$ cat config.mk
export PLATFORM = sky130hd
export DESIGN_NAME = mbox_cyc_resp
export DESIGN_NICKNAME = d
export VERILOG_FILES = /design/src/rtl/mbox_pkg.sv /design/src/rtl/mbox_nxm_timer.sv /design/src/rtl/mbox_cyc_resp.sv
export SDC_FILE = /design/constraint.sdc
export NUM_CORES = 1
export LEC_CHECK = 0
export CAP_MARGIN = 20
export CORE_UTILIZATION = 50
export CTS_BUF_LIST = sky130_fd_sc_hd__clkbuf_8
export CTS_CLUSTER_DIAMETER = 200
export CTS_CLUSTER_SIZE = 30
export DETAILED_ROUTE_END_ITERATION = 8
export DONT_BUFFER_PORTS = 1
export GPL_TIMING_DRIVEN = 0
export SYNTH_ARGS = -nofsm -noshare
export SYNTH_HDL_FRONTEND = slang
export SYNTH_SLANG_ARGS = --single-unit
$ cat constraint.sdc
create_clock -name clk -period 1.8 [get_ports clk]
set_input_delay 0.18 -clock clk [delete_from_list [all_inputs] [get_ports clk]]
set_output_delay 0.18 -clock clk [all_outputs]
set_load 0.05 [all_outputs]
$ cat src/rtl/mbox_pkg.sv
// Shared types and constants for the MBOX cycle responder.
// Latency: n/a (declarations only).
// Backpressure: n/a.
package mbox_pkg;

    localparam int MBOX_ADDR_W = 23;
    localparam int MBOX_DATA_W = 36;

    // Responder sequencing states
    typedef enum logic [2:0] {
        ST_IDLE,
        ST_RD,
        ST_RD_RESP,
        ST_PAUSED,
        ST_WR,
        ST_WR_RESP,
        ST_FAIL
    } mbox_state_t;

    // Kind of memory cycle requested by the EBOX
    typedef enum logic [1:0] {
        CYC_RD,
        CYC_WR,
        CYC_RPW,
        CYC_NOP
    } mbox_cyc_t;

    // Read takes priority; a read with pause+write becomes read-pause-write
    function automatic mbox_cyc_t decode_cyc(input logic rd, input logic wr, input logic pause);
        mbox_cyc_t c;
        if (rd)
            c = (pause && wr) ? CYC_RPW : CYC_RD;
        else if (wr)
            c = CYC_WR;
        else
            c = CYC_NOP;
        return c;
    endfunction

endpackage

$ cat src/rtl/mbox_nxm_timer.sv
// Wait-cycle counter that flags a non-existent-memory timeout.
// Latency: expire is combinational in the LIMIT-th counted cycle.
// Backpressure: none; counts whenever count=1, cleared by clear=1.
module mbox_nxm_timer #(
    parameter int LIMIT = 255
) (
    input  logic clk,
    input  logic RESET,
    input  logic clear,
    input  logic count,
    output logic expire
);

    localparam int CW = $clog2(LIMIT + 1);

    logic [CW-1:0] cnt;

    // Count un-acknowledged wait cycles; restart whenever no access is pending
    always_ff @(posedge clk) begin
        if (RESET || clear)
            cnt <= '0;
        else if (count)
            cnt <= cnt + 1'b1;
    end

    // The cycle that would bring the count up to LIMIT is the timeout cycle
    assign expire = count && (cnt == CW'(LIMIT - 1));

endmodule

$ cat src/rtl/mbox_cyc_resp.sv
// MBOX responder: runs one EBOX memory cycle (read / write / read-pause-write) on a simple memory port.
// Latency: response 2 cycles after request with zero-wait memory, +1 per memory wait cycle.
// Backpressure: MEM_REQ held until MEM_ACK; requests while BUSY are dropped. Build option MBOX_NXM_TIMEOUT_EN adds NXM timeout.
module mbox_cyc_resp
    import mbox_pkg::*;
#(
    parameter int ADDR_W    = MBOX_ADDR_W,
    parameter int DATA_W    = MBOX_DATA_W,
    parameter int NXM_LIMIT = 255
) (
    input  logic              clk,
    input  logic              RESET,
    input  logic              MBOX_CYC_REQ,
    input  logic              VMA_READ,
    input  logic              VMA_WRITE,
    input  logic              VMA_PAUSE,
    input  logic              LOAD_AR,
    input  logic              LOAD_ARX,
    input  logic              VMA_FETCH,
    input  logic              VMA_ADR_ERR,
    input  logic [ADDR_W-1:0] VMA,
    input  logic [DATA_W-1:0] AR_DATA,
    output logic              MBOX_RESP,
    output logic [DATA_W-1:0] MBOX_DATA,
    output logic              AR_LOAD,
    output logic              ARX_LOAD,
    output logic              FETCH_DONE,
    output logic              PAGE_FAIL,
    output logic              NXM,
    output logic              BUSY,
    output logic              MEM_REQ,
    output logic              MEM_WE,
    output logic [ADDR_W-1:0] MEM_ADDR,
    output logic [DATA_W-1:0] MEM_WDATA,
    input  logic              MEM_ACK,
    input  logic [DATA_W-1:0] MEM_RDATA
);

    mbox_state_t state, state_nxt;
    mbox_cyc_t   req_cyc;
    mbox_cyc_t   cyc;
    logic        ld_ar, ld_arx, fetch;
    logic        nxm_expire;

    assign req_cyc = decode_cyc(VMA_READ, VMA_WRITE, VMA_PAUSE);

`ifdef MBOX_NXM_TIMEOUT_EN
    logic nxm_q;

    mbox_nxm_timer #(
        .LIMIT (NXM_LIMIT)
    ) u_nxm_timer (
        .clk    (clk),
        .RESET  (RESET),
        .clear  (!MEM_REQ),
        .count  (MEM_REQ && !MEM_ACK),
        .expire (nxm_expire)
    );

    // NXM is reported in the cycle after the timed-out access is abandoned
    always_ff @(posedge clk) begin
        if (RESET)
            nxm_q <= 1'b0;
        else
            nxm_q <= nxm_expire;
    end

    assign NXM = nxm_q;
`else
    // Without the timeout an access waits for MEM_ACK indefinitely
    assign nxm_expire = 1'b0;
    assign NXM        = 1'b0;
`endif

    // State register
    always_ff @(posedge clk) begin
        if (RESET)
            state <= ST_IDLE;
        else
            state <= state_nxt;
    end

    // Next-state and Moore output decode
    always_comb begin
        state_nxt  = state;
        MBOX_RESP  = 1'b0;
        AR_LOAD    = 1'b0;
        ARX_LOAD   = 1'b0;
        FETCH_DONE = 1'b0;
        PAGE_FAIL  = 1'b0;
        MEM_REQ    = 1'b0;
        MEM_WE     = 1'b0;
        BUSY       = 1'b1;
        case (state)
            ST_IDLE: begin
                BUSY = 1'b0;
                if (MBOX_CYC_REQ) begin
                    if (VMA_ADR_ERR)
                        state_nxt = ST_FAIL;
                    else begin
                        case (req_cyc)
                            CYC_RD, CYC_RPW: state_nxt = ST_RD;
                            CYC_WR:          state_nxt = ST_WR;
                            // Empty cycle: acknowledge without touching memory
                            default:         state_nxt = ST_WR_RESP;
                        endcase
                    end
                end
            end
            ST_RD: begin
                MEM_REQ = 1'b1;
                if (MEM_ACK)
                    state_nxt = ST_RD_RESP;
                else if (nxm_expire)
                    state_nxt = ST_IDLE;
            end
            ST_RD_RESP: begin
                MBOX_RESP  = 1'b1;
                AR_LOAD    = ld_ar;
                ARX_LOAD   = ld_arx;
                FETCH_DONE = fetch;
                state_nxt  = (cyc == CYC_RPW) ? ST_PAUSED : ST_IDLE;
            end
            ST_PAUSED: begin
                BUSY = 1'b0;
                // Address errors are irrelevant here: the address was checked on the read
                if (MBOX_CYC_REQ)
                    state_nxt = ST_WR;
            end
            ST_WR: begin
                MEM_REQ = 1'b1;
                MEM_WE  = 1'b1;
                if (MEM_ACK)
                    state_nxt = ST_WR_RESP;
                else if (nxm_expire)
                    state_nxt = ST_IDLE;
            end
            ST_WR_RESP: begin
                MBOX_RESP = 1'b1;
                state_nxt = ST_IDLE;
            end
            ST_FAIL: begin
                PAGE_FAIL = 1'b1;
                state_nxt = ST_IDLE;
            end
            default: state_nxt = ST_IDLE;
        endcase
    end

    // Request latches and read-data capture; only change while no access is pending
    always_ff @(posedge clk) begin
        if (RESET) begin
            MEM_ADDR  <= '0;
            MEM_WDATA <= '0;
            MBOX_DATA <= '0;
            ld_ar     <= 1'b0;
            ld_arx    <= 1'b0;
            fetch     <= 1'b0;
            cyc       <= CYC_NOP;
        end else begin
            if (state == ST_IDLE && MBOX_CYC_REQ) begin
                MEM_ADDR  <= VMA;
                MEM_WDATA <= AR_DATA;
                ld_ar     <= LOAD_AR;
                ld_arx    <= LOAD_ARX;
                fetch     <= VMA_FETCH;
                cyc       <= req_cyc;
            end
            // Second half of RPW: new write data, original address kept
            if (state == ST_PAUSED && MBOX_CYC_REQ)
                MEM_WDATA <= AR_DATA;
            if (state == ST_RD) begin
                if (MEM_ACK)
                    MBOX_DATA <= MEM_RDATA;
                else if (nxm_expire)
                    MBOX_DATA <= '1;
            end
        end
    end

endmodule

==> results of run 1 <==
synthesized netlist by cell type, drive strengths merged:
cell     count  area, µm²
nor3         1       5.00
o32a         1       10.0
xnor2        1       8.76
a21oi      102        510
nand2      197        739
nand2b       6       37.5
a21o         1       7.51
a2111oi      1       8.76
nor2b        2       12.5
o22ai        1       6.26
nand3b       4       33.8
o21ai        2       10.0
and3b        2       17.5
a31oi        1       6.26
nor3b        1       7.51
nand3        1       5.00
conb         1       3.75
nor2         7       28.8
dfxtp      103       2060
or4b         1       10.0
o21bai       1       7.51
buf         24        131
o211ai       1       7.51
inv          1       3.75
or3b         1       8.76
a211o        1       8.76
a211oi       1       7.51
and2         3       18.8
or2          1       6.26
clkbuf      11       41.3
nor4b        1       23.8
per-layer routing:
metal | GRT usage [%] | part of all wire [%] | up-vias
li1 | - | - | 1779
met1 | 27.9 | 38 | 1648
met2 | 46.7 | 51 | 147
met3 | 8.49 | 10 | 12
met4 | 10.1 | 1.2 | 0
met5 | 0 | 0 | -
layout make-up:
| class | instances | area [µm²] |
|---|---|---|
| tap | 99 | 124 |
| clock inverter | 7 | 56.3 |
| inverter | 1 | 3.75 |
| timing repair buffer | 99 | 991 |
| clock buffer | 9 | 124 |
| fill | 587 | 2130 |
| sequential | 103 | 2060 |
| multi-input combinational | 343 | 1610 |
| buffer | 35 | 184 |
worst max-delay path: cells and delay by family (launching register included):
kind	cells	cell delay (ns)
buffers and inverters	3	0.55
flip-flops	1	0.32
AND/OR/NAND/NOR	1	0.30
flip-flops by register name (all words and copies together) (netlist names):
signal     cells
MBOX_DATA     36
MEM_WDATA     36
MEM_ADDR      23
state          3
cyc            2
fetch          1
ld_ar          1
ld_arx         1
cell usage in the layout, fill, tap and decap left out, types with 4 or more instances in the layout:
cell                              n
sky130_fd_sc_hd__a21oi_1        101
sky130_fd_sc_hd__buf_2           15
sky130_fd_sc_hd__buf_4            7
sky130_fd_sc_hd__clkbuf_1        11
sky130_fd_sc_hd__clkbuf_8         9
sky130_fd_sc_hd__dfxtp_1        102
sky130_fd_sc_hd__dlygate4sd3_1   99
sky130_fd_sc_hd__nand2_1        197
sky130_fd_sc_hd__nand2b_1         4
sky130_fd_sc_hd__nor2_1           4
cells by family after synthesis:
family                 count (synthesis)  synth area share [%]
AND/OR/NAND/NOR                      228                  25.1
AO/OA/AOI/OAI                        113                  15.6
flip-flops                           103                  54.3
buffers and inverters                 36                  4.65
XOR/XNOR                               1                 0.231
other                                  1                0.0988
repair_timing:
item | in CTS | in global routing
gates resized for setup | 13 | 13
buffers inserted | 0 | 0
setup endpoints to repair | 7 | 8
pin swaps | 1 | 3
hold buffers | 99 | 0
endpoints found under the hold margin | 99 | 0
worst paths after layout:
check	start	to	slack, ns	cells after the start
worst max-delay path	state[1]	PAGE_FAIL	0.09	4
worst min-delay path	VMA_READ	cyc[0]	0.02	2
worst max register to register	state[1]	MBOX_DATA[21]	0.15	7
worst min register to register	fetch	fetch	0.46	2
power groups by stage:
| stage | sequential, mW | combinational, mW | clock (mW) |
|---|---|---|---|
| after global routing | 3.36 | 1.28 | 1.45 |
| final | 3.33 | 1.16 | 1.33 |
| after CTS | 3.32 | 1.12 | 1.36 |
| after global placement | 3.37 | 0.890 | 0 |
| after detailed placement | 3.37 | 0.911 | 0 |
| after floorplan | 3.33 | 0.751 | 0 |
==> metrics.log, run 1 <==
INFO  metric status = completed
INFO  metric p_int = 3.49 mW
INFO  metric synth_cells = 482
INFO  metric cts_buffers = 9
INFO  metric switchingPower = 2.33 mW
INFO  metric yosysSeqAreaShare = 54.3%
INFO  metric ys_seq_elements = 103
INFO  metric max_stage_delay = 0.32 ns
INFO  metric post_dp_cell_area = 3920 µm²
INFO  metric synthDistinctLibCells = 36
INFO  metric static_leakage = 1.91 nW
INFO  metric design.core.area = 7290 µm²
INFO  metric grt_max_degree = 19
INFO  metric fraction_of_layout_cells_with_a_size_suffix_above_1 = 8.88%
INFO  metric max-cap-violations = 0
INFO  metric cts_htree_levels = 3
INFO  metric crit_path_start_kind = register
INFO  metric drc = 0
INFO  metric post-place-ws = -0.00940 ns
INFO  metric power.combinational.fraction = 19.9%
INFO  metric via_per_inst = 5.15
INFO  metric worstPathCellList = buf_2, clkbuf_4, inv_1, nor2_4
INFO  metric firstDrtPassIters = 4
INFO  metric fin_worst_skew = 0.0159 ns
INFO  metric final_cell_area = 5160 µm²
INFO  metric max_clock_freq = 585 MHz
INFO  metric worst_pin_slew = 0.570 ns
INFO  metric numPortBuffers = 0
INFO  metric place.detailed.hpwl = 6730 µm
INFO  metric initial_antenna_violation_count = 0
INFO  metric critPathCaptureType = output pin
INFO  metric nNetsFinal = 698
INFO  metric antenna-diode-count = 0
INFO  metric fin_ws = 0.0903 ns
INFO  metric final_min_period_over_clock_period = 95.0%
INFO  metric die-area = 7950 µm²
INFO  metric slew_headroom = 61.9%
INFO  metric clock_path_buffers = 2
INFO  metric final_antenna_net_count = 0
INFO  metric starting_utilization_of_the_core_area = 52.1%
INFO  metric syn_nets = 588
INFO  metric rows = 31
INFO  metric io_pins = 210
INFO  metric rsz0062_at_grt = false
INFO  metric finish.utilization = 70.8%
INFO  metric clock_tree.root_cell = sky130_fd_sc_hd__clkbuf_8
INFO  metric share_clk_of_total_power = 22.9%
INFO  metric slew_viol_final = 0
INFO  metric clock_tree_from_tritoncts = done
INFO  metric die_width = 89.1 µm
INFO  metric holdWs = 0.0246 ns
INFO  metric final_critical_path_time_including_i_o_delays_and_setup = 1.71 ns
INFO  metric post_synth.cell_area_avg = 7.88 µm²
INFO  metric dieHeight = 89.1 µm
INFO  metric power-per-cell-area = 1130 nW/µm²
INFO  metric clk_latency = 0.37 ns
INFO  metric hold_viol_final = 0
INFO  metric timing.critical_path.arrival = 1.53 ns
INFO  metric yosys_warnings = 0
INFO  metric route.vias.total = 3586
INFO  metric first_global_vias = 3368
INFO  metric wl_per_cell = 15.7 µm
INFO  metric finalWeightedCongestion = 0.746
INFO  metric crit_required = 1.62 ns
INFO  metric holdCritPathClass = input pin to register
INFO  metric initialDrtViolationCount = 94
INFO  metric peakVddDrop = 0.512 mV
INFO  metric synthesis.area = 3800 µm²
INFO  metric sequential_group_share_of_total_power = 57.2%
INFO  metric p_r_area_growth_vs_syn = 35.9%
INFO  metric finalNonFillerCells = 696
INFO  metric setup-violations-final = 0
INFO  metric dp.cells = 581
INFO  metric wirelength = 10900 µm
INFO  metric critical_path_fanout_max = 10
INFO  metric globalRouteTotalUtil = 25.8%
INFO  metric global_route_wire_length_before_repair = 15700 µm
INFO  metric critical_path.slowest_cell = sky130_fd_sc_hd__dfxtp_1
INFO  metric critPathKind = register to output pin
INFO  metric global_route.overflow_total = 0
INFO  metric power.share.switching = 40.1%
INFO  metric tns = 0 ns
INFO  metric clkSlewWorstSetupHoldPaths = 0.09 ns
INFO  metric total_power = 5.82 mW
INFO  metric tritoncts_num_sinks = 103
Power figures use the tool's default switching activity.
==> run 2: changes to the inputs <==
Settings changed: ABC_AREA set to 1, CORE_UTILIZATION 50 to 35, HOLD_SLACK_MARGIN set to 0.05.
==> metrics.log, run 2 <==
INFO  metric dp.cells = 622
INFO  metric ys_seq_elements = 103
INFO  metric critical_path.slowest_cell = sky130_fd_sc_hd__dfxtp_2
INFO  metric yosysTopAreaCellShare = 55.0%
INFO  metric initial_antenna_violation_count = 0
INFO  metric power.share.switching = 54.6%
INFO  metric clk_latency = 0.36 ns
INFO  metric synth_top_cell_by_area = sky130_fd_sc_hd__dfxtp_1
INFO  metric sequential_group_share_of_total_power = 59.9%
INFO  metric yosysSeqAreaShare = 55.0%
INFO  metric io_pins = 210
INFO  metric finalWeightedCongestion = 0.844
INFO  metric initialDrtViolationCount = 257
INFO  metric worst_hold_path_cell_count = 3
INFO  metric wirelength = 11300 µm
INFO  metric place.detailed.hpwl = 7460 µm
INFO  metric synth_cells = 485
INFO  metric rows = 37
INFO  metric post_dp_cell_area = 3930 µm²
INFO  metric hold_viol_final = 0
INFO  metric power-per-cell-area = 1890 nW/µm²
INFO  metric multi_input_area = 1490 µm²
INFO  metric max_clock_freq = 596 MHz
INFO  metric cts_buffers = 9
INFO  metric cts_htree_levels = 3
INFO  metric netlist_top_cells_area = sky130_fd_sc_hd__dfxtp_1, sky130_fd_sc_hd__nor2_1, sky130_fd_sc_hd__o21ai_0
INFO  metric design.core.area = 10400 µm²
INFO  metric peakVddDrop = 0.681 mV
INFO  metric clock_tree.root_cell = sky130_fd_sc_hd__clkbuf_8
INFO  metric clock_tree_from_tritoncts = done
INFO  metric static_leakage = 2.20 nW
INFO  metric final_antenna_net_count = 0
INFO  metric global_route.overflow_total = 0
INFO  metric count_of_flip_flops_with_a_built_in_enable_after_synthesis = 0
INFO  metric die_width = 105 µm
INFO  metric drc = 0
INFO  metric tritoncts_num_sinks = 103
INFO  metric switchingPower = 5.35 mW
INFO  metric crit_path_start_kind = register
INFO  metric timing.hold.worst.start = VMA_WRITE
INFO  metric most-common-layout-cells = sky130_fd_sc_hd__nor2_1, sky130_fd_sc_hd__dlygate4sd3_1, sky130_fd_sc_hd__dfxtp_1
INFO  metric antenna-diode-count = 0
INFO  metric firstDrtPassIters = 4
INFO  metric first_global_vias = 3718
INFO  metric max_stage_delay = 0.37 ns
INFO  metric nNetsFinal = 706
INFO  metric ff_to_ff_setup_slack = 0.14 ns
INFO  metric critPathKind = register to output pin
INFO  metric route.vias.total = 3622
INFO  metric holdWs = 0.0956 ns
INFO  metric total_power = 9.79 mW
INFO  metric global_route_wire_length_before_repair = 17700 µm
INFO  metric globalRouteTotalUtil = 20.2%
INFO  metric worstReg2RegStart = state[0]
INFO  metric power.combinational.fraction = 26.4%
INFO  metric register_area = 2060 µm²
INFO  metric slew_viol_final = 0
INFO  metric rsz0062_at_grt = true
INFO  metric final_min_period_over_clock_period = 93.2%
INFO  metric starting_utilization_of_the_core_area = 36.1%
INFO  metric worstPathCellList = inv_1, nor2_1, nand2_2, nor2_4
INFO  metric fin_worst_skew = 0.0142 ns
INFO  metric post-synth-top-count-cell = sky130_fd_sc_hd__nor2_1
INFO  metric timing.critical_path.arrival = 1.50 ns
INFO  metric most_frequent_standard_cell_in_the_layout_excluding_fill_and_tap_cells = sky130_fd_sc_hd__nor2_1
INFO  metric final_cell_area = 5170 µm²
INFO  metric status = completed
INFO  metric post_cts_buffers = 0
INFO  metric synthTopCellsByCount = sky130_fd_sc_hd__nor2_1, sky130_fd_sc_hd__dfxtp_1, sky130_fd_sc_hd__o21ai_0
INFO  metric fraction_of_layout_cells_with_a_size_suffix_above_1 = 8.60%
INFO  metric holdCritPathClass = input pin to register
INFO  metric worst_pin_slew = 0.563 ns
INFO  metric top_regs = MBOX_DATA (36), MEM_WDATA (36), MEM_ADDR (23)
INFO  metric critical_path_fanout_max = 4
INFO  metric crit_required = 1.62 ns
INFO  metric clkSlewWorstSetupHoldPaths = 0.10 ns
INFO  metric regToRegEndpoint = MEM_WDATA[27]
INFO  metric grt_max_degree = 18
INFO  metric numPortBuffers = 0
INFO  metric syn_nets = 591
INFO  metric wl_per_cell = 15.2 µm
INFO  metric final_critical_path_time_including_i_o_delays_and_setup = 1.68 ns
INFO  metric min_to = cyc[1]
INFO  metric share_clk_of_total_power = 13.7%
INFO  metric dominantRegCellSynth = sky130_fd_sc_hd__dfxtp_1
INFO  metric post_synth.cell_area_avg = 7.73 µm²
INFO  metric setup-violations-final = 0
INFO  metric num-fill-cells = 969
INFO  metric clock_path_buffers = 2
INFO  metric synthDistinctLibCells = 23
INFO  metric async_flop_share = 0%
INFO  metric critical-path-top-delay-family = simple AND/OR/NAND/NOR gates
INFO  metric via_per_inst = 4.89
INFO  metric slew_headroom = 62.4%
INFO  metric p_r_area_growth_vs_syn = 38.0%
INFO  metric finalNonFillerCells = 741
INFO  metric die-area = 11100 µm²
INFO  metric synthesis.area = 3750 µm²
INFO  metric max-cap-violations = 0
INFO  metric p_int = 4.45 mW
INFO  metric dieHeight = 105 µm
INFO  metric worst-path-buf-inv = 1
INFO  metric yosys_warnings = 0
INFO  metric worst_r2r_path_depth = 7
INFO  metric critPathCaptureType = output pin
## run 2: cell type report
cell class	count	share of cell area (%)
buffer	28	2.98
clock buffer	10	2.66
clock inverter	6	0.847
inverter	17	1.40
multi-input combinational	337	28.9
sequential	103	39.9
tap	136	3.29
timing repair buffer	104	20.1
## run 2: how the worst max path moves through the flow
stage | cells after the start | end | start
2_1_floorplan | 2 | PAGE_FAIL | state[2]
3_3_place_gp | 2 | PAGE_FAIL | state[2]
3_5_place_dp | 8 | state[0] | state[0]
4_1_cts | 4 | FETCH_DONE | state[1]
5_1_grt | 3 | MEM_REQ | state[0]
6_report | 4 | ARX_LOAD | state[1]
## run 2: routing by layer
| layer | global-route usage (%) | routed length, µm | up-vias |
|---|---|---|---|
| li1 | - | - | 1778 |
| met5 | 0 | 0 | - |
| met3 | 6.56 | 1060 | 11 |
| met2 | 36.5 | 5570 | 173 |
| met1 | 21.6 | 4510 | 1660 |
| met4 | 8.25 | 144 | 0 |
## run 2: through the flow
| step | util, % | worst slack (ns) | TNS [ns] |
|---|---|---|---|
| after floorplan | - | 0.0964 | 0 |
| after global placement | 37.8 | 0.00248 | 0 |
| after detailed placement | 37.8 | 0.0848 | 0 |
| after CTS | 49.6 | -0.0594 | -0.169 |
| after global routing | 49.9 | -0.0200 | -0.0200 |
| final | 49.9 | 0.123 | 0 |
## run 2: timing repair
item                                   4_1_cts  5_1_grt
resized for setup                            3        8
gates cloned                                 0        0
endpoints found under the hold margin      103        0
setup endpoints to repair                    3        9
hold buffers                               103        0
pin swaps                                    0        3
## run 2: logic make-up after synthesis
kind of cell / after synthesis / share of synthesized area [%]
simple gates: 228 / 24.4
compound gates: 108 / 14.5
flops: 103 / 55.0
buf+inv: 45 / 5.94
other cells: 1 / 0.100
## run 2: power by group through the flow
stage          clock network, mW  registers, mW  logic, mW
3_5_place_dp                   0           5.91       2.31
3_3_place_gp                   0           5.90       2.24
5_1_grt                     1.50           5.95       2.93
2_1_floorplan                  0           5.75       1.90
6_report                    1.35           5.87       2.58
4_1_cts                     1.41           5.86       2.51
## run 2: worst reg2reg max path, delay by kind of cell, from the launching register on
kind | cells | cell delay, ns
compound gates | 1 | 0.29
buf+inv | 1 | 0.21
flops | 1 | 0.40
simple gates | 5 | 0.65
==> run 3: changes to the inputs <==
Settings changed: CAP_MARGIN 20 to unset, CELL_PAD_IN_SITES_DETAIL_PLACEMENT set to 1, CELL_PAD_IN_SITES_GLOBAL_PLACEMENT set to 1, PLACE_DENSITY_LB_ADDON set to 0.1.
==> metrics.log, run 3 (synthesized netlist as in run 2, its figures left out) <==
INFO  metric status = completed
INFO  metric cts_htree_levels = 3
INFO  metric tns = 0 ns
INFO  metric worstPathCellList = inv_1, nor2_1, nand2_2, nor2_4
INFO  metric power.combinational.fraction = 26.3%
INFO  metric cts_buffers = 9
INFO  metric max_clock_freq = 584 MHz
INFO  metric setup-violations-final = 0
INFO  metric crit_path_start_kind = register
INFO  metric static_leakage = 2.19 nW
INFO  metric top_regs = MBOX_DATA (36), MEM_WDATA (36), MEM_ADDR (23)
INFO  metric io_pins = 210
INFO  metric post_cts_buffers = 0
INFO  metric wirelength = 12200 µm
INFO  metric clkSlewWorstSetupHoldPaths = 0.10 ns
INFO  metric power-per-cell-area = 1940 nW/µm²
INFO  metric globalRouteTotalUtil = 22.0%
INFO  metric worstReg2RegStart = state[0]
INFO  metric clk_latency = 0.36 ns
INFO  metric switchingPower = 5.46 mW
INFO  metric final_critical_path_time_including_i_o_delays_and_setup = 1.71 ns
INFO  metric regToRegEndpoint = MEM_WDATA[7]
INFO  metric die_width = 105 µm
INFO  metric nNetsFinal = 702
INFO  metric p_r_area_growth_vs_syn = 38.2%
INFO  metric num-fill-cells = 1259
INFO  metric fraction_of_layout_cells_with_a_size_suffix_above_1 = 8.65%
INFO  metric rows = 37
INFO  metric finalWeightedCongestion = 0.803
INFO  metric design.core.area = 10400 µm²
INFO  metric finalNonFillerCells = 737
INFO  metric share_clk_of_total_power = 15.0%
INFO  metric first_global_vias = 3912
INFO  metric most_frequent_standard_cell_in_the_layout_excluding_fill_and_tap_cells = sky130_fd_sc_hd__nor2_1
INFO  metric wl_per_cell = 16.6 µm
INFO  metric clock_path_buffers = 2
INFO  metric critical_path_fanout_max = 4
INFO  metric peakVddDrop = 0.746 mV
INFO  metric slew_headroom = 62.2%
INFO  metric numPortBuffers = 0
INFO  metric route.vias.total = 3632
INFO  metric critPathKind = register to output pin
INFO  metric antenna-diode-count = 0
INFO  metric most-common-layout-cells = sky130_fd_sc_hd__nor2_1, sky130_fd_sc_hd__dfxtp_1, sky130_fd_sc_hd__dlygate4sd3_1
INFO  metric min_to = state[2]
INFO  metric max-cap-violations = 0
INFO  metric p_int = 4.59 mW
INFO  metric final_min_period_over_clock_period = 95.2%
INFO  metric global_route_wire_length_before_repair = 19400 µm
INFO  metric dp.cells = 621
INFO  metric crit_required = 1.62 ns
INFO  metric sequential_group_share_of_total_power = 58.6%
INFO  metric rsz0062_at_grt = true
INFO  metric clock_tree.root_cell = sky130_fd_sc_hd__clkbuf_8
INFO  metric ff_to_ff_setup_slack = 0.14 ns
INFO  metric worst_r2r_path_depth = 6
INFO  metric clock_tree_from_tritoncts = done
INFO  metric initialDrtViolationCount = 138
INFO  metric worst_hold_path_cell_count = 3
INFO  metric drc = 0
INFO  metric via_per_inst = 4.93
INFO  metric critPathCaptureType = output pin
INFO  metric timing.critical_path.arrival = 1.53 ns
INFO  metric max_stage_delay = 0.39 ns
INFO  metric tritoncts_num_sinks = 103
INFO  metric firstDrtPassIters = 4
INFO  metric slew_viol_final = 0
INFO  metric worst_pin_slew = 0.566 ns
INFO  metric global_route.overflow_total = 0
INFO  metric starting_utilization_of_the_core_area = 36.1%
INFO  metric place.detailed.hpwl = 8010 µm
INFO  metric timing.hold.worst.start = MEM_ACK
INFO  metric die-area = 11100 µm²
INFO  metric critical_path.slowest_cell = sky130_fd_sc_hd__dfxtp_2
INFO  metric grt_max_degree = 18
INFO  metric hold_viol_final = 0
INFO  metric dieHeight = 105 µm
INFO  metric holdCritPathClass = input pin to register
INFO  metric power.share.switching = 54.3%
INFO  metric final_antenna_net_count = 0
INFO  metric fin_worst_skew = 0.00687 ns
INFO  metric initial_antenna_violation_count = 0
-- run 3: repair_timing --
action | 4_1_cts | 5_1_grt
resized for setup | 3 | 10
pin swaps | 0 | 3
hold buffers | 100 | 0
setup endpoints to repair | 4 | 10
endpoints found under the hold margin | 102 | 0
-- run 3: worst max-delay path by stage --
stage / cells past startpoint / end / start / slack [ns]
floorplan: 2 / PAGE_FAIL / state[2] / 0.1
global placement: 2 / PAGE_FAIL / state[2] / -0.06
detailed placement: 8 / state[0] / state[0] / 0.06
CTS: 4 / ARX_LOAD / state[1] / -0.07
global route: 5 / MBOX_DATA[24] / state[0] / 0.002
finish: 4 / AR_LOAD / state[1] / 0.09
-- run 3: cell type report --
type                       count  area (µm²)  area share [%]
buffer                        28         154            2.97
inverter                      17        72.6            1.40
tap                          136         170            3.29
timing repair buffer         100        1000            19.3
clock inverter                 6        70.1            1.35
multi-input combinational    337        1510            29.1
clock buffer                  10         138            2.66
sequential                   103        2060            39.9
-- run 3: routing by layer --
layer	global-route usage, %	share of wire (%)	up-vias	wire length (µm)
met5	0	0	-	0
met4	8.15	2.4	0	299
met3	7.48	7.7	24	948
met2	40.2	51	145	6190
met1	23.3	39	1698	4810
li1	-	-	1765	-
-- run 3: worst max-delay path: cells and delay by family, from the launching register on --
family	cells	cell delay (ns)
buffers and inverters	1	0.12
and+or+nand+nor	3	0.67
DFF	1	0.39
-- run 3: power groups by stage --
stage	Combinational, mW	Clock, mW	Sequential [mW]
2_1_floorplan	1.90	0	5.75
3_3_place_gp	2.24	0	5.92
3_5_place_dp	2.35	0	5.95
4_1_cts	2.54	1.55	5.89
5_1_grt	2.99	1.64	5.98
6_report	2.65	1.51	5.89
-- run 3: per-stage QoR --
step / hold WS, ns / area [µm²] / power, mW / utilization, % / setup slack [ns]
final: 0.0690 / 5180 / 10.1 / 49.9 / 0.0866
after detailed placement: 0.252 / 3920 / 8.29 / 37.8 / 0.0552
after global routing: 0.0675 / 5180 / 10.6 / 49.9 / 0.00167
after CTS: 0.0554 / 5140 / 9.98 / 49.6 / -0.0739
after floorplan: 0.249 / 3750 / 7.64 / - / 0.0964
after global placement: 0.250 / 3920 / 8.16 / 37.8 / -0.0600
==> patch (config.mk and constraints of run 2) <==
Set the package constant `MBOX_ADDR_W` to 31 (it was 23).
--- a/src/rtl/mbox_pkg.sv
+++ b/src/rtl/mbox_pkg.sv
@@ -4,5 +4,5 @@
 package mbox_pkg;
 
-    localparam int MBOX_ADDR_W = 23;
+    localparam int MBOX_ADDR_W = 31;
     localparam int MBOX_DATA_W = 36;
 
Ports: changed (resized MEM_ADDR and VMA); port bits go from 210 to 226. No check against the original RTL was run, so the function may have changed too.
==> patch against run 2 <==
- total power rose by 8.7%
- worst setup slack got worse by 0.011 ns
- sequential cell count rose by 8
- final area rose by 7.3%
- utilization rose by 0.42 points
- synthesized area rose by 7.3%
- first-iteration DRC count fell by 27%
- routed wire length rose by 6.3%
- global-route usage fell by 0.93 points
- non-clock buffer count rose by 10
- largest power group unchanged
- highest routed layer unchanged
==> patch: results (changes against run 2) <==
Origin of the critical flop-to-flop path: state[1]$_SDFFE_PP0P_
XOR/XNOR Fraction of Synth Area: 0% (unchanged)
Peak supply drop: 1040 uV (+52%)
Setup repair bufs after CTS: 0 (unchanged)
First-pass GRT wire length: 17.6 mm (-0.51%)
Synth unique cells: 23 (unchanged)
Cell Area, Placed: 4200 sq um (+7.0%)
Worst Hold Class: primary input to flop
Status: finished clean
Synth Area in Adders: 0% (unchanged)
WL met3: 1.08 mm (+1.6%)
Pleak: 2.37 nW (+7.7%)
Worst Skew: 0.00824 ns (-0.00594 ns)
CTS root buffer: clkbuf_8
Top layer used by detailed routing: met4
CTS Buf Count: 9 (unchanged)
Top Registers: MBOX_DATA: 36 flops, MEM_WDATA: 36 flops, MEM_ADDR: 31 flops
Antenna cells: 0 (unchanged)
Post-synthesis compound-gate area fraction: 14.5% (about the same)
Initial antenna violation count: 0 (unchanged)
Met2 WL: 6.02 mm (+8.0%)
FFs w/ async S/R, synth: 0% (unchanged)
Post-cts hold buffer count: 111 (+7.8%)
DRT Pass-1 Iters: 5 (+1)
IO Port Bufs: 0 (unchanged)
Layout cells sized above 1: 8.66% (+0.060 points)
Syn Nets: 634 (+7.3%)
Vias in the first global route: 3739 (+0.56%)
Vias per cell: 4.96 (+1.4%)
Iter 0 DRT Violations: 188 (-27%)
Tot GR Track Use: 19.3% (-0.93 points)
CP max stage cell: dfxtp_2
Fillers: 1024 (+5.7%)
Final RePlAce weighted congestion: 0.762 (-9.6%)
Dpl ws: 0.0987 ns (+0.0139 ns)
Arrival time at the worst endpoint: 1.51 ns
Prevailing post-synth register cell: dfxtp_1
Leading cell types by count after synthesis: nor2_1 (211), dfxtp_1 (111), o21ai_0 (99)
Top area cells in the synthesized netlist: dfxtp_1 (55%), nor2_1 (20%), o21ai_0 (12%), nand2_1 (1.6%), buf_6 (1.4%)
Worst skew pair latency: 0.37 ns
Dpl hpwl: 7.94 mm (+6.4%)
CP Max Fanout: 4 (unchanged)
Max-slew headroom: 60.5% (-1.9 points)
Metal-1 WL: 4.69 mm (+4.1%)
Clock Pin Slew Worst Setup and Hold Paths: 0.10 ns (about the same)
NumNets Final: 756 (+7.1%)
Sequential area share after synthesis: 55.3% (+0.23 points)
Routed len/inst: 15.2 microns (about the same)
Largest net degree at the start of global routing: 17 (-1)
CP max stage delay: 0.39 ns (+0.02 ns)
Critical hold path startpoint: VMA_WRITE
Syn. warnings: 0 (unchanged)
# resized after CTS: 3 (unchanged)
[patch: cell types whose count changed after synthesis]
cell,run 2,this run
nand2_2,0,2
nor2_1,195,211
o21ai_1,10,8
nor2_2,1,0
nor2_4,2,3
dfxtp_1,103,111
inv_6,1,0
inv_4,0,1
nand2_4,3,1
buf_6,4,5
o21ai_0,89,99
buf_2,9,11
[patch: layer usage]
metal,GRT usage [%],up-vias
li1,-,1905
met1,20.1,1786
met2,34.3,191
met3,6.16,19
met4,10.4,0
met5,0,-
[patch: cell families (layout without fill, tap and decap cells)]
family                 count (synthesis)  in the layout
and+or+nand+nor                      244            244
AOI/OAI and AO/OA                    116            116
DFF                                  111            111
buffers and inverters                 48            175
other                                  1              1
[patch: worst max-delay path: cells and delay by family, from the launching register on]
family,cells,cell delay (ns)
and+or+nand+nor,3,0.63
DFF,1,0.39
buffers and inverters,1,0.12
[patch: worst paths after layout]
kind	to	cells past startpoint	slack [ns]
hold reg to reg	cyc[0]$_SDFFE_PP1P_	2	0.49
setup / recovery	ARX_LOAD	4	0.11
hold / removal	cyc[1]$_SDFFE_PP1P_	3	0.07
setup reg to reg	MBOX_DATA[30]$_SDFFE_PP0P_	7	0.22
[patch: stage by stage]
stage               setup TNS (ns)  util, %  cells
floorplan                        0        -    520
global placement            -0.133     38.0    660
detailed placement               0     38.1    660
CTS                         -0.501     50.0    787
global route              -0.00997     50.3    787
finish                           0     50.3    787
[patch: report_power, final]
group / internal (mW) / switching [mW]
combinational: 0.941 / 1.81
clock: 0.666 / 0.809
sequential: 3.27 / 3.15
[patch: area by class of cell]
cell class / count / area share, %
tap: 140 / 3.16
multi-input combinational: 361 / 28.9
buffer: 31 / 3.16
sequential: 111 / 40.1
clock inverter: 6 / 0.947
timing repair buffer: 111 / 20.0
clock buffer: 10 / 2.48
inverter: 17 / 1.26
